--- src/rtl/core_pkg.sv ---
// Shared core constants and the write-back request record.
package core_pkg;
    localparam int XLEN  = 32;
    localparam int AW    = 5;
    localparam int NREGS = 32;

    typedef struct packed {
        logic [AW-1:0]   addr;
        logic [XLEN-1:0] data;
    } wb_req_t;
endpackage

--- src/rtl/core_reg_wb_arb_if.sv ---
// Requester bundle and register-file write port of the write-back arbiter.
interface core_reg_wb_arb_if #(
    parameter int NREQ = 3,
    parameter int XLEN = core_pkg::XLEN,
    parameter int AW   = core_pkg::AW
);
    logic [NREQ-1:0]      REQ_VALID;
    logic [NREQ-1:0]      REQ_READY;
    logic [NREQ*AW-1:0]   REQ_ADDR;
    logic [NREQ*XLEN-1:0] REQ_DATA;
    logic                 HOLD;
    logic                 WE;
    logic [AW-1:0]        WADDR;
    logic [XLEN-1:0]      WDATA;
    logic [31:0]          BUSY;

    modport master (
        output REQ_VALID, REQ_ADDR, REQ_DATA, HOLD,
        input  REQ_READY, WE, WADDR, WDATA, BUSY
    );

    modport slave (
        input  REQ_VALID, REQ_ADDR, REQ_DATA, HOLD,
        output REQ_READY, WE, WADDR, WDATA, BUSY
    );
endinterface

--- src/rtl/core_rr_arb.sv ---
// Combinational round-robin arbiter: first requester after i_last wins.
module core_rr_arb #(
    parameter int N  = 3,
    parameter int IW = (N > 1) ? $clog2(N) : 1
) (
    input  logic [N-1:0]  i_req,
    input  logic [IW-1:0] i_last,
    input  logic          i_en,
    output logic [N-1:0]  o_gnt,
    output logic [IW-1:0] o_idx
);
    logic          w_found;
    logic [IW-1:0] w_pos;

    always_comb begin
        o_gnt   = '0;
        o_idx   = '0;
        w_found = 1'b0;
        w_pos   = '0;
        // Scan last+1 .. last+N so the previous winner has lowest priority.
        for (int k = 1; k <= N; k++) begin
            w_pos = IW'((int'(i_last) + k) % N);
            if (i_en && !w_found && i_req[w_pos]) begin
                w_found      = 1'b1;
                o_gnt[w_pos] = 1'b1;
                o_idx        = w_pos;
            end
        end
    end
endmodule

--- src/rtl/core_reg_wb_arb.sv ---
// Write-back arbiter for the single register-file write port with
// delayed-commit timing and per-register pending-write tracking.
module core_reg_wb_arb #(
    parameter int NREQ = 3,
    parameter int XLEN = core_pkg::XLEN,
    parameter int AW   = core_pkg::AW
) (
    input logic               CLK,
    input logic               RST_N,
    core_reg_wb_arb_if.slave  bus
);
    localparam int IW    = $clog2(NREQ);
    localparam int NREGS = core_pkg::NREGS;

    logic [NREQ-1:0]    w_gnt;
    logic [IW-1:0]      w_idx;
    logic               w_xfer;
    core_pkg::wb_req_t  w_req;
    logic [NREGS-1:0]   w_set;
    logic [NREGS-1:0]   w_clr;
    logic [NREGS-1:0]   w_busy;

    logic [IW-1:0]      r_last;
    logic               r_a_we;
    core_pkg::wb_req_t  r_a;
    logic               r_b_we;
    logic [AW-1:0]      r_waddr;
    logic [XLEN-1:0]    r_wdata;
    logic [1:0]         r_cnt [NREGS];

    core_rr_arb #(.N(NREQ), .IW(IW)) u_arb (
        .i_req  (bus.REQ_VALID),
        .i_last (r_last),
        .i_en   (!bus.HOLD),
        .o_gnt  (w_gnt),
        .o_idx  (w_idx)
    );

    assign w_xfer        = |w_gnt;
    assign w_req.addr    = bus.REQ_ADDR[w_idx*AW +: AW];
    assign w_req.data    = bus.REQ_DATA[w_idx*XLEN +: XLEN];
    assign bus.REQ_READY = w_gnt;
    assign bus.WE        = r_a_we;
    assign bus.WADDR     = r_waddr;
    assign bus.WDATA     = r_wdata;
    assign bus.BUSY      = w_busy;

    always_comb begin
        w_set = '0;
        w_clr = '0;
        if (w_xfer && (w_req.addr != '0)) w_set[w_req.addr] = 1'b1;
        if (r_b_we)                       w_clr[r_waddr]    = 1'b1;
    end

    always_comb begin
        w_busy = '0;
        for (int r = 1; r < NREGS; r++) w_busy[r] = (r_cnt[r] != 2'd0);
    end

    always_ff @(posedge CLK or negedge RST_N) begin
        if (!RST_N) begin
            r_last  <= IW'(NREQ - 1);
            r_a_we  <= 1'b0;
            r_a     <= '0;
            r_b_we  <= 1'b0;
            r_waddr <= '0;
            r_wdata <= '0;
            r_cnt   <= '{default: 2'd0};
        end else begin
            if (w_xfer) begin
                r_last <= w_idx;
                r_a    <= w_req;
            end
            // Stage A: accept; x0 writes are consumed without a write enable.
            r_a_we <= w_xfer && (w_req.addr != '0);
            // Stage B: address/data follow their WE by one cycle.
            r_b_we <= r_a_we;
            if (r_a_we) begin
                r_waddr <= r_a.addr;
                r_wdata <= r_a.data;
            end
            // Simultaneous set and clear nets out so the register stays busy.
            for (int r = 0; r < NREGS; r++)
                r_cnt[r] <= r_cnt[r] + {1'b0, w_set[r]} - {1'b0, w_clr[r]};
        end
    end
endmodule
--- src/flat_wrapper.sv ---
// flat-port wrapper written by rule: the top's interface ports become plain ports
module core_reg_wb_arb_flat 
#(
    parameter int NREQ = 3,
    parameter int XLEN = core_pkg::XLEN,
    parameter int AW   = core_pkg::AW
)
  (CLK, RST_N, bus_REQ_VALID, bus_REQ_ADDR, bus_REQ_DATA, bus_HOLD, bus_REQ_READY, bus_WE, bus_WADDR, bus_WDATA, bus_BUSY);
  core_reg_wb_arb_if #(.NREQ(NREQ), .XLEN(XLEN), .AW(AW)) bus_i ();
  input logic CLK;
  input logic RST_N;
  input wire logic [$bits(bus_i.REQ_VALID)-1:0] bus_REQ_VALID;
  input wire logic [$bits(bus_i.REQ_ADDR)-1:0] bus_REQ_ADDR;
  input wire logic [$bits(bus_i.REQ_DATA)-1:0] bus_REQ_DATA;
  input wire logic [$bits(bus_i.HOLD)-1:0] bus_HOLD;
  output wire logic [$bits(bus_i.REQ_READY)-1:0] bus_REQ_READY;
  output wire logic [$bits(bus_i.WE)-1:0] bus_WE;
  output wire logic [$bits(bus_i.WADDR)-1:0] bus_WADDR;
  output wire logic [$bits(bus_i.WDATA)-1:0] bus_WDATA;
  output wire logic [$bits(bus_i.BUSY)-1:0] bus_BUSY;
  assign bus_i.REQ_VALID = bus_REQ_VALID;
  assign bus_i.REQ_ADDR = bus_REQ_ADDR;
  assign bus_i.REQ_DATA = bus_REQ_DATA;
  assign bus_i.HOLD = bus_HOLD;
  assign bus_REQ_READY = bus_i.REQ_READY;
  assign bus_WE = bus_i.WE;
  assign bus_WADDR = bus_i.WADDR;
  assign bus_WDATA = bus_i.WDATA;
  assign bus_BUSY = bus_i.BUSY;
  core_reg_wb_arb #(.NREQ(NREQ), .XLEN(XLEN), .AW(AW)) u_core (.CLK(CLK), .RST_N(RST_N), .bus(bus_i));
endmodule
--- config.mk ---
export PLATFORM = sky130hd
export DESIGN_NAME = core_reg_wb_arb_flat
export DESIGN_NICKNAME = d
export VERILOG_FILES = /design/src/rtl/core_pkg.sv /design/src/rtl/core_reg_wb_arb_if.sv /design/src/rtl/core_rr_arb.sv /design/src/rtl/core_reg_wb_arb.sv /design/src/flat_wrapper.sv
export SDC_FILE = /design/constraint.sdc
export NUM_CORES = 1
export LEC_CHECK = 0
export BUFFER_PORTS_ARGS = -buffer_cell sky130_fd_sc_hd__buf_2
export CORE_ASPECT_RATIO = 0.7
export CORE_UTILIZATION = 59
export CTS_CLUSTER_SIZE = 20
export DETAILED_ROUTE_END_ITERATION = 16
export GPL_TIMING_DRIVEN = 1
export PLACE_DENSITY = 0.87
export SYNTH_ARGS = -nofsm -noshare
export SYNTH_HDL_FRONTEND = slang
export SYNTH_SLANG_ARGS = --single-unit
--- constraint.sdc ---
create_clock -name CLK -period 9.4 [get_ports CLK]
set_clock_uncertainty 0.1 [all_clocks]
set_input_delay 0.47 -clock CLK [delete_from_list [all_inputs] [get_ports CLK]]
set_output_delay 0.47 -clock CLK [all_outputs]
set_load 0.01 [all_outputs]
==> flow_metrics.tcl <==
set metrics [dict create \
    run_status "finished, final reports clean" \
    post-dp-hpwl_um 12880 \
    place_congestion 0.8830 \
    reg2regPathDepth 12 \
    clk_latency_ns 0.41 \
    antenna_left 0 \
    synth_simple_gate_area_share_pct 14.64 \
    synth_top_family_by_area "simple AND/OR/NAND/NOR gates" \
    synth_xor_area_share_pct 6.867 \
    use_met3_pct 4.519 \
    slew_headroom_pct 30.84 \
    final.min_clock_period_ns 4.687 \
    die_w_um 140.4 \
    critPathCapture "u_core.r_cnt[57]$_DFF_PN0_" \
    wl_per_cell_um 16.69 \
    ff2ff_setup_slack_ns 4.71 \
    core-area_um2 12720 \
    firstDrtPassIters 4 \
    ys_ff_latch 140 \
    post-route-period-util_pct 49.87 \
    swShare_pct 39.51 \
    drt-initial-drc-count 396 \
    synthMuxAreaShare_pct 12.18 \
    cts_tree "done" \
    grt_max_degree 79 \
    port-buffer-count 188 \
    r2r_end "u_core.r_cnt[57]$_DFF_PN0_" \
    synth_flop_cell "dfrtp_1" \
    syn-cell-area_um2 7908 \
    cts_made_buffers 17 \
    multiInputGateArea_um2 4056 \
    rows 34 \
    die_y_um 98.86 \
    vdd.ir_drop.worst_v 0.0002319 \
    tightest_slew_ns 1.017 \
    final_cells 1084 \
    cts_resized 0 \
    grt.total_usage_pct 27.27 \
    rsz0062_at_grt "no" \
    cts_root_buffer "clkbuf_16" \
    p_per_area_nw_per_um2 358.8 \
    criticalPathCategory "reg -> reg" \
    drv_slew 0 \
    vias 6095 \
    areaGrowthSynthToFinish_pct 19.98 \
    intPower_uw 2059 \
    hp-class "in -> reg" \
    start_util_pct 62.17 \
    synth_edf_count 0 \
    setup_viol 0 \
    cts.sinks 140 \
    syn_avg_cell_area_um2 10.82 \
    finalNetCount 1092 \
    setup.worst_path.start "u_core.r_last[1]$_DFFE_PN1P_" \
    post_synth_fa_ha_maj_area_fraction_pct 10.44 \
    netlist_top_cells_area "dfrtp_1 (44%), mux2_2 (11%), ha_1 (10%)" \
    synth_compound_area_share_pct 7.057 \
    synthCells 731 \
    grt_pass1_vias 5950 \
    synth_nets 914 \
    synth.distinct_cells 53 \
    final_area_um2 9488 \
    fillerInstances 912 \
    busiest_layer "met2" \
    clk_pin_slew_ns 0.06 \
    worstPathRequired_ns 9.63 \
    seq_area_um2 3505 \
    fmax_ghz 0.2133 \
    synth_top_area_share_pct 43.99 \
    h-tree-depth 4 \
    clock_power_share_pct 19.4 \
    grt_pass1_wl_um 29480 \
    grt_antenna_before_repair 0 \
    ys_warn_count 0 \
    cts_buffer_depth 2 \
    antenna_cells 0 \
    pwr-share-comb_pct 48.4 \
    placed_cells 1051 \
    drc 0 \
    drv_cap 0 \
    grtUsageMet2_pct 43.04 \
    ys_seq_area_share_pct 44.32 \
    p_leak_uw 0.004681 \
    worstPathArrival_ns 4.92 \
    drive_gt1_share_pct 38.61 \
    r2r-start "u_core.r_last[1]$_DFFE_PN1P_" \
    die_area_um2 13880 \
    seqPwrFrac_pct 32.2 \
    switching_power_uw 1345 \
    dpl_cell_area_um2 8899 \
    totalWireLength_um 18090 \
    use_met1_pct 38.06 \
    vias_per_cell 5.623 \
    overflow 0 \
    yosys.area.top_type "dfrtp_1" \
    tns_ns 0 \
    hold_viol 0 \
    crit_fanout 40 \
    worstSetupStartpointType "flip-flop" \
    pin_count 190 \
    endpoint_kind "flip-flop" \
    synth-async-reset-ratio_pct 100.0 \
    total_power_uw 3404 \
]
[stage by stage]
stage	setup slack [ns]	utilization [%]	hold slack, ns
after global placement	5.012	69.96	0.3523
final	4.713	74.59	0.3659
after floorplan	5.954	-	0.07441
after global routing	4.496	74.59	0.3842
after CTS	4.783	74.59	0.3578
after detailed placement	4.907	69.96	0.3646
[layout by cell type, fill, tap and decap left out, types with 5 or more instances in the layout]
cell type,instances
a21oi_1,5
a31oi_1,33
buf_2,187
buf_4,5
clkbuf_16,17
clkinvlp_4,5
dfrtp_1,139
ha_1,66
inv_1,40
inv_6,5
mux2_2,75
mux2i_1,5
nand2_1,70
nand3_1,9
nand3b_1,6
nand4_1,31
nor2_1,68
o211ai_1,5
or2_2,31
xnor2_1,62
[layer usage]
| metal | share of wire (%) | routed length (um) |
|---|---|---|
| met1 | 46 | 8360 |
| met2 | 47 | 8427 |
| met3 | 5.5 | 1001 |
| met4 | 1.7 | 299 |
| met5 | 0 | 0 |
[worst min path at each step]
stage	from	endpoint	depth (start not counted)
floorplan	RST_N	u_core.bus.WADDR[0]$_DFFE_PN0P_	0
global route	bus_REQ_DATA[67]	u_core.r_a[3]$_DFFE_PN0P_	4
CTS	bus_REQ_DATA[69]	u_core.r_a[5]$_DFFE_PN0P_	4
finish	bus_REQ_DATA[69]	u_core.r_a[5]$_DFFE_PN0P_	4
detailed placement	u_core.r_cnt[5]$_DFF_PN0_	u_core.r_cnt[5]$_DFF_PN0_	1
global placement	u_core.r_cnt[5]$_DFF_PN0_	u_core.r_cnt[5]$_DFF_PN0_	1
[critical path: stages (launching register included)]
cell	delay (ns)
dfstp_2	0.55
ha_1	0.37
mux2_4	0.36
a41oi_4	0.26
o21a_4	0.49
mux2_2	0.42
mux2i_2	0.80
nand4_1	0.30
ha_1	0.40
inv_1	0.05
ha_1	0.18
xnor2_1	0.17
xnor2_1	0.13
[flip-flops by register name, summed over array words and instances (netlist names)]
register / cells
u_core.bus.WE: 1
u_core.bus.WDATA: 32
u_core.r_cnt: 62
u_core.bus.WADDR: 5
u_core.r_b_we: 1
u_core.r_a: 37
u_core.r_last: 2
[cells in the mapped netlist, drive strengths merged, types with 2 or more instances]
master	instances
a211oi	2
a21oi	5
a221oi	2
a31oi	34
a41oi	2
and2	2
buf	19
clkbuf	16
dfrtp	139
ha	66
inv	40
mux2	78
mux2i	7
nand2	71
nand2b	4
nand3	9
nand3b	6
nand4	31
nor2	68
nor2b	4
o211a	3
o211ai	6
o21a	2
o21ai	7
o31ai	2
or2	31
or3	2
or3b	3
xnor2	62
[power by group through the flow]
stage | logic [uW] | registers, uW | clock network (uW)
detailed placement | 1640 | 1100 | 0
finish | 1650 | 1100 | 660
floorplan | 1190 | 1100 | 0
global placement | 1590 | 1090 | 0
global route | 1800 | 1130 | 689
CTS | 1650 | 1100 | 666
[repair_timing]
item,in CTS,in global routing
hold buffers,1,0
setup buffers,0,0
setup endpoints to repair,0,0
hold endpoints to repair,68,0
[area by class of cell]
cell class / instances / area share [%]
Clock buffer: 17 / 4.484
Clock inverter: 15 / 1.622
Inverter: 40 / 1.582
Multi-Input combinational cell: 516 / 42.75
Sequential cell: 140 / 36.94
Tap cell: 162 / 2.136
Timing Repair Buffer: 194 / 10.48
[cells by family (layout without fill, tap and decap cells)]
logic type	count (synthesis)	in the layout
and+or+nand+nor	234	234
DFF	140	140
muxes	85	85
buffers and inverters	75	266
AOI/OAI and AO/OA	68	68
adders and majority gates	66	66
xor gates and xnor gates	62	62
other	1	1
No activity file was read; power rests on OpenSTA's default activity.
